==> config.mk <==
export PLATFORM = sky130hd
export DESIGN_NAME = multicycle_alu_gen
export DESIGN_NICKNAME = d
export VERILOG_FILES = /design/src/rtl/multicycle_alu_pkg.sv /design/src/rtl/seq_muldiv_core.sv /design/src/rtl/multicycle_alu_gen.sv
export SDC_FILE = /design/constraint.sdc
export NUM_CORES = 1
export LEC_CHECK = 0
export ABC_AREA = 1
export CAP_MARGIN = 20
export CORE_ASPECT_RATIO = 0.5
export CORE_MARGIN = 4
export CORE_UTILIZATION = 53
export DETAILED_ROUTE_END_ITERATION = 6
export GPL_TIMING_DRIVEN = 0
export PLACE_DENSITY = 0.87
export SYNTH_ARGS = -nofsm -noshare
export SYNTH_HDL_FRONTEND = slang
export SYNTH_SLANG_ARGS = --single-unit
==> constraint.sdc <==
create_clock -name clk -period 2.1 [get_ports clk]
set_input_delay 0.21 -clock clk [delete_from_list [all_inputs] [get_ports clk]]
set_output_delay 0.21 -clock clk [all_outputs]
set_load 0.02 [all_outputs]
==> src/rtl/multicycle_alu_pkg.sv <==
// Shared definitions for the parametrised multicycle ALU: operation codes and FSM states.
package multicycle_alu_pkg;

    typedef enum logic [1:0] {
        OP_ADD = 2'b00,
        OP_SUB = 2'b01,
        OP_MUL = 2'b10,
        OP_DIV = 2'b11
    } op_e;

    localparam logic [1:0] IDLE   = 2'd0;
    localparam logic [1:0] EXEC   = 2'd1;
    localparam logic [1:0] ITER   = 2'd2;
    localparam logic [1:0] FINISH = 2'd3;

endpackage

==> src/rtl/seq_muldiv_core.sv <==
// Iterative datapath shared by shift-add multiply and restoring divide.
// hi/lo form one double-width register: {upper product, multiplier} or {remainder, quotient}.
module seq_muldiv_core #(
    parameter int WIDTH = 8
) (
    input  logic             clk,
    input  logic             rst,
    input  logic             load,
    input  logic             step,
    input  logic             is_div,
    input  logic [WIDTH-1:0] a,
    input  logic [WIDTH-1:0] b,
    output logic [WIDTH-1:0] next_hi,
    output logic [WIDTH-1:0] next_lo,
    output logic             last
);

    localparam int CW = $clog2(WIDTH + 1);

    logic [WIDTH-1:0] hi;
    logic [WIDTH-1:0] lo;
    logic [WIDTH-1:0] d;
    logic [CW-1:0]    count;
    logic [WIDTH:0]   mul_sum;
    logic [WIDTH:0]   rem_shift;
    logic [WIDTH:0]   trial;

    // next_* is the value after one step, so the owner can capture the final result on the last edge
    always_comb begin
        mul_sum   = {1'b0, hi} + (lo[0] ? {1'b0, d} : '0);
        rem_shift = {hi, lo[WIDTH-1]};
        trial     = rem_shift - {1'b0, d};
        if (is_div) begin
            next_hi = trial[WIDTH] ? rem_shift[WIDTH-1:0] : trial[WIDTH-1:0];
            next_lo = {lo[WIDTH-2:0], ~trial[WIDTH]};
        end else begin
            next_hi = mul_sum[WIDTH:1];
            next_lo = {mul_sum[0], lo[WIDTH-1:1]};
        end
    end

    assign last = (count == CW'(1));

    always_ff @(posedge clk) begin
        if (rst) begin
            hi    <= '0;
            lo    <= '0;
            d     <= '0;
            count <= '0;
        end else if (load) begin
            hi    <= '0;
            lo    <= is_div ? a : b;
            d     <= is_div ? b : a;
            count <= CW'(WIDTH);
        end else if (step) begin
            hi    <= next_hi;
            lo    <= next_lo;
            count <= count - CW'(1);
        end
    end

endmodule

==> src/rtl/multicycle_alu_gen.sv <==
// WIDTH-bit multicycle ALU: single-cycle add/sub, iterative mul/div behind a start/done handshake.
module multicycle_alu_gen
    import multicycle_alu_pkg::*;
#(
    parameter int WIDTH = 8
) (
    input  logic               clk,
    input  logic               rst,
    input  logic               start,
    input  logic [1:0]         op,
    input  logic [WIDTH-1:0]   a,
    input  logic [WIDTH-1:0]   b,
    output logic               busy,
    output logic               done,
    output logic [2*WIDTH-1:0] result,
    output logic [WIDTH-1:0]   remainder,
    output logic               div_by_zero
);

    logic [1:0]       state;
    op_e              op_q;
    logic [WIDTH-1:0] a_q;
    logic [WIDTH-1:0] b_q;
    logic             core_load;
    logic             core_step;
    logic             core_last;
    logic [WIDTH-1:0] core_hi;
    logic [WIDTH-1:0] core_lo;

    assign core_step = (state == ITER);
    assign core_load = (state == EXEC) &&
                       ((op_q == OP_MUL) || ((op_q == OP_DIV) && (b_q != '0)));

    seq_muldiv_core #(.WIDTH(WIDTH)) u_core (
        .clk     (clk),
        .rst     (rst),
        .load    (core_load),
        .step    (core_step),
        .is_div  (op_q == OP_DIV),
        .a       (a_q),
        .b       (b_q),
        .next_hi (core_hi),
        .next_lo (core_lo),
        .last    (core_last)
    );

    // done and busy are registered alongside the state so they line up with FINISH/EXEC/ITER
    always_ff @(posedge clk) begin
        if (rst) begin
            state       <= IDLE;
            op_q        <= OP_ADD;
            a_q         <= '0;
            b_q         <= '0;
            busy        <= 1'b0;
            done        <= 1'b0;
            result      <= '0;
            remainder   <= '0;
            div_by_zero <= 1'b0;
        end else begin
            done <= 1'b0;
            case (state)
                IDLE: begin
                    if (start) begin
                        op_q        <= op_e'(op);
                        a_q         <= a;
                        b_q         <= b;
                        busy        <= 1'b1;
                        div_by_zero <= 1'b0;
                        state       <= EXEC;
                    end
                end
                EXEC: begin
                    if (op_q == OP_ADD || op_q == OP_SUB) begin
                        result    <= (op_q == OP_ADD) ? ({{WIDTH{1'b0}}, a_q} + {{WIDTH{1'b0}}, b_q})
                                                      : ({{WIDTH{1'b0}}, a_q} - {{WIDTH{1'b0}}, b_q});
                        remainder <= '0;
                        busy      <= 1'b0;
                        done      <= 1'b1;
                        state     <= FINISH;
                    end else if (op_q == OP_DIV && b_q == '0) begin
                        result      <= {{WIDTH{1'b0}}, {WIDTH{1'b1}}};
                        remainder   <= a_q;
                        div_by_zero <= 1'b1;
                        busy        <= 1'b0;
                        done        <= 1'b1;
                        state       <= FINISH;
                    end else begin
                        state <= ITER;
                    end
                end
                ITER: begin
                    if (core_last) begin
                        if (op_q == OP_DIV) begin
                            result    <= {{WIDTH{1'b0}}, core_lo};
                            remainder <= core_hi;
                        end else begin
                            result    <= {core_hi, core_lo};
                            remainder <= '0;
                        end
                        busy  <= 1'b0;
                        done  <= 1'b1;
                        state <= FINISH;
                    end
                end
                default: begin
                    state <= IDLE;
                end
            endcase
        end
    end

endmodule

==> Yosys cells after proc, flatten, opt, wreduce, memory -nomap -nowiden <==
Cells that the tools add are included.
{ "word_totals": {"regBits": 75, "in_bits": 21, "output_inout_bits": 27, "word_cells": 89} }
{ "op_classes": {"n_addsub": 5, "n_eq_ne": 11, "n_mux": 39, "bitwise_logic": 1, "n_reduce_logical": 19} }
{ "op_table": {"columns": ["op", "n"], "rows": [
  ["8-bit 2-to-1 mux", 12],
  ["16-bit 2-to-1 mux", 5],
  ["16-bit case mux with 2 select lines", 1],
  ["8-bit case mux with 2 select lines", 1],
  ["1-bit 2-to-1 mux", 12],
  ["8-bit by 8-bit adder with 9-bit output", 1],
  ["8-bit by 9-bit adder with 9-bit output", 1],
  ["8-bit by 8-bit subtractor with 9-bit output", 1],
  ["9-bit by 8-bit subtractor with 9-bit output", 1],
  ["8-bit zero test", 1],
  ["4-bit 2-to-1 mux", 2],
  ["4-bit AND reduction", 2],
  ["8-bit nonzero test", 1],
  ["2-bit equality test (second input constant)", 3],
  ["2-bit case mux with 3 select lines", 1],
  ["2-bit nonzero test", 3],
  ["2-bit by 1-bit equality test with 1-bit output (second input constant)", 2],
  ["4-bit by 1-bit equality test with 1-bit output (second input constant)", 1],
  ["2-bit zero test", 2],
  ["2-bit 2-to-1 mux", 2],
  ["2-bit by 1-bit != test with 1-bit output (second input constant)", 2],
  ["2-bit != test (second input constant)", 2],
  ["1-bit case mux with 2 select lines", 2],
  ["2-bit AND reduction", 2],
  ["9 further kinds", 12]
]} }

==> Logic depth before layout (Yosys ltp) <==
{ "depth": {"word_depth": 6, "mapped_depth": 15, "ltp_nobuf": 15} }

==> Hierarchy <==
Synthesis repeated with hierarchy kept, for this count alone.
{ "unflattened": {"hier_cells": 807, "hier_area_um2": 5277.6} }
{ "modules_own_cells": {"columns": ["module", "n_inst", "cells_each", "area_per_inst_um2", "seq_area_each_um2"], "rows": [
  ["multicycle_alu_gen", 1, 410, 2756.4, 940.9],
  ["seq_muldiv_core", 1, 397, 2521.2, 560.5]
]} }

==> Least setup slack after synthesis <==
Ideal clock, no wire load.
{ "synth_path": {"kind": "reg2reg", "from": "register u_core.lo[7]", "to": "register u_core.hi[6]", "setup_ns": 0.109, "arrival_time_ns": 1.881, "required_ns": 1.991, "path_slack_ns": 0.110, "path_stages_with_launch": 15, "n_path_buf": 0, "synth_period_minus_slack_ns": 1.990, "cell_sequence": "dfxtp_1 > inv_1 > ha_1 > inv_1 > fa_1 > nand3_1 > nand3_1 > nand3_1 > nand3_2 > nand2_2 > nand2_1 > nand3_1 > nand3_1 > nand2_1 > inv_1"} }
{ "synth_between": {"elab_chain_len": 3} }
{ "synth_lines": {"columns": ["item", "line_no", "source"], "rows": [
  ["from (decl)", "seq_muldiv_core.sv:21", "logic [WIDTH-1:0] lo;"],
  ["from (signal assigned)", "seq_muldiv_core.sv:52", "lo <= is_div ? a : b;"],
  ["from (signal assigned)", "seq_muldiv_core.sv:57", "lo <= next_lo;"],
  ["9-bit by 8-bit subtractor with 9-bit output", "seq_muldiv_core.sv:32", "trial = rem_shift - {1'b0, d};"],
  ["8-bit 2-to-1 mux", "seq_muldiv_core.sv:34", "next_hi = trial[WIDTH] ? rem_shift[WIDTH-1:0] : trial[WIDTH-1:0];"],
  ["8-bit 2-to-1 mux", "seq_muldiv_core.sv:33", "if (is_div) begin"],
  ["to (signal assigned)", "seq_muldiv_core.sv:56", "hi <= next_hi;"],
  ["to (decl)", "seq_muldiv_core.sv:20", "logic [WIDTH-1:0] hi;"]
]} }
Every way passes these cells.
A chain may end at the register's enable or synchronous reset.

==> Worst setup path in the final report <==
{ "layout_path": {"from": "register u_core.lo[7]", "to": "register u_core.hi[4]"} }
Same word-level chain as after synthesis.

==> impl_metrics.json <==
{
  "status": "finished with violations",
  "violations": "design-rule violations, negative setup slack",
  "cellPowerDensity_mw_per_mm2": 1470,
  "p_sw_mw": 4.19,
  "syn_avg_cell_area_um2": 6.69,
  "internal-power_mw": 5.02,
  "rsz0062_at_grt": "yes",
  "synth_area_mm2": 0.00500,
  "final_nets": 873,
  "dr.pass1.iters": 7,
  "clock_skew_ps": 6.41,
  "dieArea_mm2": 0.0111,
  "final_max_slew_viol_count": 0,
  "met2_usage_pct": 43.6,
  "clk_pin_slew_ps": 60,
  "die_y_um": 76.7,
  "start_util_pct": 55.8,
  "hold_ws_ps": 296,
  "final_core_util_pct": 70.2,
  "ir_worst_vdd_v": 0.000729,
  "busiest_layer": "met2",
  "antennaDiodeCount": 0,
  "grt_usage_pct": 27.0,
  "slowest_delay_ps": 410,
  "cts_made_buffers": 9,
  "use_met3_pct": 6.65,
  "stdcell_area_mm2": 0.00628,
  "drt_drc_violations_left": 1,
  "placed_cell_area_mm2": 0.00560,
  "syn2layout_area_growth_pct": 25.8,
  "core_area_mm2": 0.00895,
  "comb_power_share_pct": 55.4,
  "post-route-period-util_pct": 101,
  "htree_levels": 3,
  "cts-root-buf": "clkbuf_16",
  "grt_pass1_wl_um": 24400,
  "globalRoute.totalOverflow": 0,
  "synth-seq-cells": 75,
  "syn_nets": 810,
  "hold_class": "in2reg",
  "crit_top_cell": "nand3_4",
  "rows": 24,
  "post_drt_wl_per_cell_um": 17.1,
  "grt_pass1_vias": 4983,
  "cts_tree": "done",
  "gp_congestion": 0.961,
  "fin_ws_ps": -13.0,
  "setup_viol": 2,
  "drive_above_1_share_pct": 12.4,
  "portBuffers": 46,
  "sequentialPowerShare_pct": 24.3,
  "tns_ps": -16.6,
  "die_x_um": 145,
  "synth-edff-count": 0,
  "fillers": 731,
  "vias": 5473,
  "period_minus_slack_ps": 2110,
  "synth_cell_type_count": 39,
  "startpoint_type": "register",
  "hold_viol": 0,
  "place_ws_ps": -377,
  "hpwlAfterDp_um": 11400,
  "clock.fmax_ghz": 0.473,
  "sw_frac_of_total_pct": 45.5,
  "cp_cell_sequence": "inv_2, ha_4, inv_2, fa_2, nand3_2, nand3_4, nand3_4, nand3_4, buf_6, nand3_1, nand3_1, a21oi_1",
  "tightest_slew_ps": 568,
  "worstSetupPathType": "reg2reg",
  "crit_required_ps": 2370,
  "vias_per_cell": 5.87,
  "ys.flop_type": "dfxtp_1",
  "ioPinCount": 48,
  "antenna_found_initial": 0,
  "grt_max_degree": 14,
  "clk_latency_ps": 350,
  "p_clk_share_pct": 20.3,
  "synthArstFlopShare_pct": 0,
  "slew_headroom_pct": 62.1,
  "drt-initial-drc-count": 694,
  "crit_fanout": 5,
  "antenna_left": 0,
  "postSynthCellCount": 747,
  "endpoint_kind": "register",
  "cts_buffer_depth": 2,
  "leakagePower_nw": 2.96,
  "rrSetupSlack_ps": -10,
  "clock_sinks": 75,
  "seq_area_frac_synth_pct": 30.1,
  "wl_um": 16000,
  "ys_warn_count": 0,
  "critPathSlowestCell": "fa_2",
  "critical_path_arrival_ps": 2380,
  "met1_usage_pct": 35.9,
  "drv_cap": 0
}
-- layout make-up --
| type | count | area, um2 | area share [%] |
|---|---|---|---|
| repair buffers | 53 | 524 | 8.34 |
| clock inverters | 5 | 108 | 1.71 |
| multi-input cells | 532 | 3170 | 50.4 |
| plain buffers | 25 | 138 | 2.19 |
| inverters | 114 | 433 | 6.89 |
| clock buffers | 11 | 253 | 4.02 |
| flip-flops and latches | 75 | 1520 | 24.1 |
| well taps | 117 | 146 | 2.33 |
-- synth_stat cells (3+ instances only) --
master / count / share of area (%)
a21oi_1: 81 / 8.1
a22oi_1: 5 / 0.75
a31oi_1: 9 / 1.1
buf_2: 3 / 0.30
buf_6: 4 / 0.90
clkbuf_1: 17 / 1.3
dfxtp_1: 75 / 30
fa_1: 4 / 1.6
ha_1: 38 / 9.5
inv_1: 104 / 7.8
inv_2: 8 / 0.60
nand2_1: 161 / 12
nand2_2: 3 / 0.38
nand3_1: 59 / 5.9
nand3b_1: 5 / 0.75
nand4_1: 9 / 1.1
nor2_1: 48 / 3.6
nor2_2: 3 / 0.38
nor3_2: 3 / 0.60
o21ai_0: 57 / 5.7
o21ai_1: 19 / 1.9
o21bai_1: 4 / 0.60
xor2_1: 6 / 1.1
-- metrics by stage --
stage / std cells / total power, mW
after global routing: 932 / 9.76
after CTS: 927 / 8.73
final: 932 / 9.21
after global placement: 910 / 6.57
after floorplan: 747 / 5.28
after detailed placement: 910 / 6.68
-- worst max-delay path: cells and delay by family, from the launching register on --
kind | cells | cell delay [ps]
compound gates | 1 | 190
fa+ha+maj | 2 | 550
buf+inv | 3 | 290
flops | 1 | 320
simple gates | 6 | 680
-- sequential cells by signal, indices dropped and copies added, names as in the netlist, 2 cells and up --
register and cells:
a_q 8, b_q 8, remainder 8, u_core.d 8, op_q 2, state 2, u_core.hi 8, u_core.lo 8
result 16, u_core.count 4
-- per-layer routing --
metal / routed length, um / part of all wire [%] / vias up
met5: 0 / 0 / -
met4: 515 / 3.2 / 0
met3: 1760 / 11 / 60
met2: 7040 / 44 / 346
met1: 6640 / 42 / 2489
li1: - / - / 2578
-- power by group through the flow --
stage | Clock [mW] | Combinational (mW) | Sequential, mW
2_1_floorplan | 0 | 2.84 | 2.44
3_3_place_gp | 0 | 4.35 | 2.22
3_5_place_dp | 0 | 4.46 | 2.23
4_1_cts | 1.87 | 4.65 | 2.21
5_1_grt | 1.95 | 5.52 | 2.29
6_report | 1.87 | 5.11 | 2.24
-- cell usage in the layout, fill, tap and decap left out, types with 12 or more instances in the layout --
cell type and instances:
o21ai_1 19, ha_1 34, inv_2 12, clkdlybuf4s50_1 46, inv_1 100, nor2_1 48
clkbuf_1 16, nand3_1 50, dfxtp_1 68, a21oi_1 75, nand2_1 153, o21ai_0 54
-- cells by family after synthesis --
group           share of synthesized area [%]
compound gates                           19.6
xor+xnor                                 1.05
fa+ha+maj                                11.1
buf+inv                                  11.4
flops                                    30.1
simple gates                             26.7
-- worst paths after layout --
path                                   start      endpoint  cells past startpoint
worst max-delay path            u_core.lo[7]  u_core.hi[4]                     12
worst max register to register  u_core.lo[7]  u_core.hi[4]                     12
worst min-delay path                     rst     result[0]                      4
worst min register to register   div_by_zero   div_by_zero                      2
-- timing repair --
action                     4_1_cts  5_1_grt
pin swaps                        5       10
hold buffers                     0        0
gates resized for setup         21       51
setup endpoints to repair       26       33
buffers inserted                 2        5
(Power assumes the default switching activity.)
